--- src/rtl/uart_echo_pkg.sv ---
// Shared types and the per-byte transform for the UART echo bridge.
// The transform works on one 8-bit character; wider data words carry extra bits alongside it.
package uart_echo_pkg;

    typedef enum logic [1:0] {
        MODE_ECHO   = 2'd0,
        MODE_UPPER  = 2'd1,
        MODE_INVERT = 2'd2,
        MODE_SINK   = 2'd3
    } mode_e;

    localparam logic [7:0] ASCII_LOWER_A    = 8'h61;
    localparam logic [7:0] ASCII_LOWER_Z    = 8'h7A;
    localparam logic [7:0] ASCII_CASE_DELTA = 8'h20;

    // SINK returns the byte unchanged; the caller is responsible for not enqueueing it.
    function automatic logic [7:0] transform(input logic [7:0] data, input mode_e mode);
        logic [7:0] result;
        result = data;
        case (mode)
            MODE_UPPER: begin
                if (data >= ASCII_LOWER_A && data <= ASCII_LOWER_Z) begin
                    result = data - ASCII_CASE_DELTA;
                end
            end
            MODE_INVERT: result = ~data;
            default:     result = data;
        endcase
        return result;
    endfunction

endpackage

--- src/rtl/uart_echo_bridge_fifo.sv ---
// Synchronous FIFO with wrap-bit pointers, synchronous clear and occupancy output.
// Push while full and pop while empty are ignored; clear overrides both.
module sync_fifo #(
    parameter int WIDTH = 8,
    parameter int DEPTH = 16
) (
    input  logic                     clk_i,
    input  logic                     rst_ni,
    input  logic                     clear_i,
    input  logic                     push_i,
    input  logic [WIDTH-1:0]         wdata_i,
    input  logic                     pop_i,
    output logic [WIDTH-1:0]         rdata_o,
    output logic                     full_o,
    output logic                     empty_o,
    output logic [$clog2(DEPTH):0]   level_o
);

    localparam int ADDR_W = $clog2(DEPTH);
    localparam int PTR_W  = ADDR_W + 1;

    logic [PTR_W-1:0] wr_ptr;
    logic [PTR_W-1:0] rd_ptr;
    logic [WIDTH-1:0] mem [DEPTH];
    logic             do_push;
    logic             do_pop;

    assign full_o  = (wr_ptr[ADDR_W-1:0] == rd_ptr[ADDR_W-1:0]) &&
                     (wr_ptr[ADDR_W] != rd_ptr[ADDR_W]);
    assign empty_o = (wr_ptr == rd_ptr);
    assign level_o = wr_ptr - rd_ptr;
    assign rdata_o = mem[rd_ptr[ADDR_W-1:0]];

    assign do_push = push_i && !full_o && !clear_i;
    assign do_pop  = pop_i && !empty_o && !clear_i;

    always_ff @(posedge clk_i or negedge rst_ni) begin
        if (!rst_ni) begin
            wr_ptr <= '0;
            rd_ptr <= '0;
        end else if (clear_i) begin
            wr_ptr <= '0;
            rd_ptr <= '0;
        end else begin
            if (do_push) wr_ptr <= wr_ptr + PTR_W'(1);
            if (do_pop)  rd_ptr <= rd_ptr + PTR_W'(1);
        end
    end

    // NOTE: storage is deliberately not reset; empty pointers make stale contents invisible
    // and leaving it reset-free lets the array map onto plain RAM/flop arrays.
    always_ff @(posedge clk_i) begin
        if (do_push) mem[wr_ptr[ADDR_W-1:0]] <= wdata_i;
    end

endmodule

--- src/rtl/uart_echo_bridge.sv ---
// Byte-stream bridge: transforms received bytes, buffers them for the transmitter,
// latches LEDs from the raw byte and keeps saturating receive/overflow statistics. DATA_W >= 8.
module uart_echo_bridge
    import uart_echo_pkg::*;
#(
    parameter int DATA_W = 8,
    parameter int DEPTH  = 16,
    parameter int LED_W  = 3,
    parameter int CNT_W  = 16
) (
    input  logic                     clk_i,
    input  logic                     rst_ni,
    input  logic [DATA_W-1:0]        rx_data_i,
    input  logic                     rx_valid_i,
    input  logic [1:0]               mode_i,
    input  logic                     clear_i,
    output logic [DATA_W-1:0]        tx_data_o,
    output logic                     tx_valid_o,
    input  logic                     tx_ready_i,
    output logic [LED_W-1:0]         led_o,
    output logic [$clog2(DEPTH):0]   level_o,
    output logic [CNT_W-1:0]         rx_count_o,
    output logic [CNT_W-1:0]         ovf_count_o,
    output logic                     ovf_o
);

    mode_e             mode;
    logic [DATA_W-1:0] xformed;
    logic              push_req;
    logic              fifo_full;
    logic              fifo_empty;
    logic              overflow;
    logic              pop;

    assign mode = mode_e'(mode_i);

    // NOTE: every signal written in always_comb gets a default first so no latch is inferred.
    always_comb begin
        xformed      = (mode == MODE_INVERT) ? ~rx_data_i : rx_data_i;
        xformed[7:0] = transform(rx_data_i[7:0], mode);
    end

    assign push_req   = rx_valid_i && !clear_i && (mode != MODE_SINK);
    assign overflow   = push_req && fifo_full;
    assign tx_valid_o = !fifo_empty;
    assign pop        = tx_valid_o && tx_ready_i;

    sync_fifo #(
        .WIDTH (DATA_W),
        .DEPTH (DEPTH)
    ) u_fifo (
        .clk_i   (clk_i),
        .rst_ni  (rst_ni),
        .clear_i (clear_i),
        .push_i  (push_req),
        .wdata_i (xformed),
        .pop_i   (pop),
        .rdata_o (tx_data_o),
        .full_o  (fifo_full),
        .empty_o (fifo_empty),
        .level_o (level_o)
    );

    // Clear zeroes the statistics but keeps the LEDs showing the last byte seen.
    always_ff @(posedge clk_i or negedge rst_ni) begin
        if (!rst_ni) begin
            led_o       <= '0;
            rx_count_o  <= '0;
            ovf_count_o <= '0;
            ovf_o       <= 1'b0;
        end else if (clear_i) begin
            rx_count_o  <= '0;
            ovf_count_o <= '0;
            ovf_o       <= 1'b0;
        end else if (rx_valid_i) begin
            led_o <= rx_data_i[LED_W-1:0];
            if (rx_count_o != '1) rx_count_o <= rx_count_o + CNT_W'(1);
            if (overflow) begin
                ovf_o <= 1'b1;
                if (ovf_count_o != '1) ovf_count_o <= ovf_count_o + CNT_W'(1);
            end
        end
    end

endmodule

--- config.mk ---
export PLATFORM = sky130hd
export DESIGN_NAME = uart_echo_bridge
export DESIGN_NICKNAME = d
export VERILOG_FILES = /design/src/rtl/uart_echo_pkg.sv /design/src/rtl/uart_echo_bridge_fifo.sv /design/src/rtl/uart_echo_bridge.sv
export SDC_FILE = /design/constraint.sdc
export NUM_CORES = 1
export LEC_CHECK = 0
export ABC_AREA = 1
export BUFFER_PORTS_ARGS = -buffer_cell sky130_fd_sc_hd__buf_2
export CAP_MARGIN = 20
export CORE_MARGIN = 2
export CORE_UTILIZATION = 59
export CTS_BUF_LIST = sky130_fd_sc_hd__clkbuf_4
export DETAILED_ROUTE_END_ITERATION = 8
export MAX_ROUTING_LAYER = met4
export PLACE_DENSITY = 0.79
export SYNTH_ARGS = -nofsm -noshare
export SYNTH_HDL_FRONTEND = slang
export SYNTH_SLANG_ARGS = --single-unit
--- constraint.sdc ---
create_clock -name clk_i -period 3.4 [get_ports clk_i]
set_input_delay 0.34 -clock clk_i [delete_from_list [all_inputs] [get_ports clk_i]]
set_output_delay 0.34 -clock clk_i [all_outputs]
set_load 0.1 [all_outputs]
==> impl_metrics.xml <==
<?xml version="1.0" encoding="UTF-8"?>
<metrics>
  <group name="status">
    <metric name="run_status" unit="">completed</metric>
  </group>
  <group name="die">
    <metric name="die_height" unit="um">123</metric>
    <metric name="placementRows" unit="">43</metric>
    <metric name="die_area" unit="mm2">0.0151</metric>
    <metric name="floorplan.core_area" unit="mm2">0.0138</metric>
    <metric name="floorplan.initialDensity" unit="">0.603</metric>
    <metric name="boundaryPins" unit="">65</metric>
    <metric name="die_w" unit="um">123</metric>
  </group>
  <group name="yosys">
    <metric name="synthFlopType" unit="">sky130_fd_sc_hd__edfxtp_1</metric>
    <metric name="synth_edf_count" unit="">128</metric>
    <metric name="post_synth_main_area_contributors" unit="">sky130_fd_sc_hd__edfxtp_1 46%, sky130_fd_sc_hd__dfrtp_1 14%, sky130_fd_sc_hd__nand2_1 7.7%</metric>
    <metric name="synth_top_area_cell" unit="">sky130_fd_sc_hd__edfxtp_1</metric>
    <metric name="synthSimpleGateAreaFrac" unit="">0.203</metric>
    <metric name="async_reset_ff_frac" unit="">0.264</metric>
    <metric name="synth_warnings" unit="">0</metric>
    <metric name="post-synth-top-area-fraction" unit="">0.461</metric>
    <metric name="synth_area_per_cell" unit="um2">9.67</metric>
    <metric name="yosys_register_bits" unit="">174</metric>
    <metric name="synth.yosys.seq_area_share" unit="">0.599</metric>
    <metric name="synth_compound_area_frac" unit="">0.107</metric>
    <metric name="synth.net_count" unit="">893</metric>
    <metric name="post_synth_xor_area_fraction" unit="">0.0126</metric>
    <metric name="mappedNetlistArea" unit="mm2">0.00833</metric>
    <metric name="synthMostInstantiatedCell" unit="">sky130_fd_sc_hd__nand2_1</metric>
    <metric name="dominant_combinational_cell_family_by_area_after_synthesis" unit="">simple AND/OR/NAND/NOR gates</metric>
    <metric name="yosys-mux-area-fraction" unit="">0.00135</metric>
    <metric name="synth_fa_ha_area_frac" unit="">0.0249</metric>
    <metric name="postSynthCellCount" unit="">862</metric>
    <metric name="yosys.cell_types.count" unit="">38</metric>
    <metric name="synth_common_cells" unit="">172 x sky130_fd_sc_hd__nand2_1, 147 x sky130_fd_sc_hd__nor2_1, 128 x sky130_fd_sc_hd__edfxtp_1</metric>
  </group>
  <group name="timing">
    <metric name="final_hold_viol_count" unit="">0</metric>
    <metric name="maxSlewViolCount" unit="">0</metric>
    <metric name="tightest_slew" unit="ns">1.00</metric>
    <metric name="timing.final.crit_share" unit="">0.947</metric>
    <metric name="worst_slew_margin_rel" unit="">0.331</metric>
    <metric name="timing.clock.skew" unit="ns">0.0303</metric>
    <metric name="final.setup.worst_slack" unit="ns">0.179</metric>
    <metric name="clock.fmax" unit="MHz">310</metric>
    <metric name="finalSetupTns" unit="ns">0</metric>
    <metric name="setup_viol" unit="">0</metric>
    <metric name="finalCriticalPeriod" unit="ns">3.22</metric>
    <metric name="unrepaired_setup_endpoints_after_global_routing" unit="">no</metric>
  </group>
  <group name="place">
    <metric name="total_half_perimeter_wirelength_after_legalization_and_detailed_placement" unit="um">12900</metric>
    <metric name="total_of_buffers_placed_on_input_and_output_ports" unit="">64</metric>
    <metric name="dpl_worst_slack" unit="ns">0.427</metric>
    <metric name="globalplace.congestion" unit="">0.894</metric>
  </group>
  <group name="detailed_routing">
    <metric name="vias" unit="">6403</metric>
    <metric name="drt_iter0_drc" unit="">694</metric>
    <metric name="viasPerCell" unit="">5.71</metric>
    <metric name="dr.pass1.iters" unit="">5</metric>
    <metric name="drtAntennaViolNets" unit="">0</metric>
    <metric name="wl_per_cell" unit="um">17.3</metric>
    <metric name="detail_route.drc_violations" unit="">0</metric>
    <metric name="drt-total-wl" unit="um">19300</metric>
  </group>
  <group name="global_routing">
    <metric name="grt.overflow.total" unit="">0</metric>
    <metric name="first_global_vias" unit="">5999</metric>
    <metric name="grt_pass1_wl" unit="um">30300</metric>
    <metric name="grt_antenna_before_repair" unit="">1</metric>
    <metric name="grt_start_max_net_pins" unit="">65</metric>
    <metric name="grtUsageTotal" unit="">0.279</metric>
  </group>
  <group name="setup_path">
    <metric name="cp_slowest_stage_delay" unit="ns">0.65</metric>
    <metric name="timing.critical_path.slowest_stage_cell" unit="">sky130_fd_sc_hd__dfrtp_1</metric>
    <metric name="maximum_net_fanout_on_the_critical_path" unit="">12</metric>
    <metric name="critical-path-top-delay-family" unit="">buffers and inverters</metric>
    <metric name="critPathCaptureType" unit="">primary output</metric>
    <metric name="path_class" unit="">flip-flop to primary output</metric>
    <metric name="reg2reg_setup_slack" unit="ns">0.30</metric>
    <metric name="crit_path_start_kind" unit="">flip-flop</metric>
    <metric name="worst_r2r_path_depth" unit="">9</metric>
    <metric name="path_cells" unit="">inv_1, ha_1, nand2_1, o21ai_0, xor2_1, clkbuf_4</metric>
    <metric name="launch_point_of_the_worst_reg_to_reg_path" unit="">u_fifo.rd_ptr[2]$_DFFE_PN0P_</metric>
    <metric name="start_point_of_the_critical_path" unit="">u_fifo.rd_ptr[2]$_DFFE_PN0P_</metric>
    <metric name="required" unit="ns">3.06</metric>
    <metric name="timing.critical_path.to" unit="">level_o[4]</metric>
    <metric name="critical_path.n_buffers_inverters" unit="">2</metric>
    <metric name="critical_path_arrival" unit="ns">2.88</metric>
    <metric name="rr_endpoint" unit="">u_fifo.mem[1][7]$_DFFE_PP_</metric>
    <metric name="timing.critical_path.depth" unit="">6</metric>
  </group>
  <group name="power_and_ir_drop">
    <metric name="pwr_density_cell" unit="mW/mm2">502</metric>
    <metric name="p_comb_frac" unit="">0.221</metric>
    <metric name="total_power" unit="uW">4650</metric>
    <metric name="netSwitchingPower" unit="uW">1560</metric>
    <metric name="power.clock.fraction" unit="">0.272</metric>
    <metric name="intPower" unit="uW">3100</metric>
    <metric name="seqPwrFrac" unit="">0.506</metric>
    <metric name="vdd.ir_drop.worst" unit="V">0.000414</metric>
    <metric name="power_switching_share" unit="">0.335</metric>
    <metric name="power_leakage" unit="uW">0.00365</metric>
  </group>
  <group name="min_path">
    <metric name="hp_class" unit="">input port to flip-flop</metric>
  </group>
  <group name="cts">
    <metric name="ctsLongestPathBuffers" unit="">2</metric>
    <metric name="cts-buffers-inserted" unit="">17</metric>
    <metric name="post_cts_setup_buffer_count" unit="">0</metric>
    <metric name="cts_tree" unit="">yes</metric>
    <metric name="clk_root_buffer_cell" unit="">sky130_fd_sc_hd__clkbuf_4</metric>
    <metric name="clk_pin_slew_worst_paths" unit="ns">0.16</metric>
    <metric name="clock_latency" unit="ns">0.59</metric>
    <metric name="clock_sink_count" unit="">174</metric>
    <metric name="htree_num_levels" unit="">4</metric>
  </group>
  <group name="finish">
    <metric name="num-nets-final" unit="">957</metric>
    <metric name="fillers" unit="">1136</metric>
    <metric name="layout-drive-gt1-share" unit="">0.148</metric>
    <metric name="layout-area-overhead-vs-synth" unit="%">11.2</metric>
  </group>
  <group name="flow_run">
    <metric name="timing.max_cap.violations" unit="">0</metric>
  </group>
</metrics>
## state kept, by name, indices dropped and copies added (netlist names)
register       flops
ovf_o              1
u_fifo.wr_ptr      5
led_o              3
u_fifo.rd_ptr      5
u_fifo.mem       128
rx_count_o        16
ovf_count_o       16
## worst min-delay path by stage
stage / from / end / slack [ns] / cells past startpoint
6_report: rx_data_i[0] / led_o[0]$_DFFE_PN0P_ / 0.06 / 2
3_3_place_gp: led_o[1]$_DFFE_PN0P_ / led_o[1]$_DFFE_PN0P_ / 0.47 / 2
4_1_cts: rx_data_i[0] / led_o[0]$_DFFE_PN0P_ / 0.02 / 2
5_1_grt: rx_data_i[0] / led_o[0]$_DFFE_PN0P_ / 0.04 / 2
2_1_floorplan: rst_ni / led_o[0]$_DFFE_PN0P_ / 0.04 / 0
3_5_place_dp: led_o[1]$_DFFE_PN0P_ / led_o[1]$_DFFE_PN0P_ / 0.48 / 2
## area by class of cell
type / count / area (um2) / share of cell area
tap: 180 / 225 / 0.0243
timing repair buffer: 78 / 581 / 0.0626
sequential: 174 / 5000 / 0.539
clock inverter: 15 / 185 / 0.0200
clock buffer: 17 / 128 / 0.0138
multi-input combinational: 594 / 2920 / 0.315
antenna: 2 / 5.00 / 0.000540
inverter: 61 / 231 / 0.0250
## layout by cell type (no fill, tap or decap), types with 3 or more instances in the layout
| cell | Yosys | final |
|---|---|---|
| sky130_fd_sc_hd__a21oi_1 | 4 | 3 |
| sky130_fd_sc_hd__buf_12 | 1 | 10 |
| sky130_fd_sc_hd__buf_2 | 15 | 54 |
| sky130_fd_sc_hd__buf_4 | 2 | 11 |
| sky130_fd_sc_hd__bufinv_16 | 0 | 3 |
| sky130_fd_sc_hd__clkbuf_4 | 0 | 18 |
| sky130_fd_sc_hd__clkinvlp_4 | 0 | 7 |
| sky130_fd_sc_hd__dfrtp_1 | 46 | 45 |
| sky130_fd_sc_hd__edfxtp_1 | 128 | 128 |
| sky130_fd_sc_hd__ha_1 | 15 | 15 |
| sky130_fd_sc_hd__inv_1 | 57 | 57 |
| sky130_fd_sc_hd__nand2_1 | 172 | 172 |
| sky130_fd_sc_hd__nand2_2 | 6 | 6 |
| sky130_fd_sc_hd__nand3_1 | 55 | 55 |
| sky130_fd_sc_hd__nand4_1 | 10 | 10 |
| sky130_fd_sc_hd__nor2_1 | 147 | 147 |
| sky130_fd_sc_hd__nor2_2 | 3 | 3 |
| sky130_fd_sc_hd__nor3_1 | 6 | 6 |
| sky130_fd_sc_hd__o211ai_1 | 16 | 16 |
| sky130_fd_sc_hd__o21ai_0 | 88 | 88 |
| sky130_fd_sc_hd__o21ai_1 | 18 | 18 |
| sky130_fd_sc_hd__o21ai_2 | 9 | 9 |
| sky130_fd_sc_hd__o21bai_1 | 5 | 5 |
| sky130_fd_sc_hd__o22ai_1 | 16 | 16 |
| sky130_fd_sc_hd__or2_2 | 4 | 4 |
| sky130_fd_sc_hd__xor2_1 | 10 | 10 |
## power groups by stage
stage | Combinational (uW) | Clock [uW] | Sequential [uW]
after floorplan | 630 | 0 | 2490
after global placement | 1010 | 0 | 2400
after detailed placement | 1020 | 0 | 2400
after CTS | 1030 | 1280 | 2360
after global routing | 1090 | 1360 | 2360
final | 1030 | 1270 | 2360
## per-layer routing
| metal | GRT usage | vias to the layer above | routed length, um |
|---|---|---|---|
| li1 | - | 3069 | - |
| met1 | 0.355 | 3003 | 7870 |
| met2 | 0.439 | 281 | 9620 |
| met3 | 0.0562 | 50 | 1280 |
| met4 | 0.116 | 0 | 571 |
| met5 | - | - | 0 |
## stage by stage
| stage | area [um2] | utilization | hold WS (ns) | instances |
|---|---|---|---|---|
| final | 9270 | 0.670 | 0.0585 | 1121 |
| after global routing | 9270 | 0.670 | 0.0354 | 1121 |
| after CTS | 9240 | 0.668 | 0.0208 | 1118 |
| after detailed placement | 8910 | 0.644 | 0.483 | 1084 |
| after global placement | 8910 | 0.644 | 0.474 | 1084 |
| after floorplan | 8330 | - | 0.0444 | 862 |
## timing repair
action	4_1_cts	5_1_grt
endpoints found under the setup margin	0	1
hold endpoints to repair	47	0
gates resized for setup	0	1
hold buffers	2	0
## logic make-up after synthesis
group / Yosys count
fa+ha+maj: 16
simple gates: 408
flops: 174
xor+xnor: 12
compound gates: 157
buf+inv: 94
mux: 1
Power figures use the tool's default switching activity.
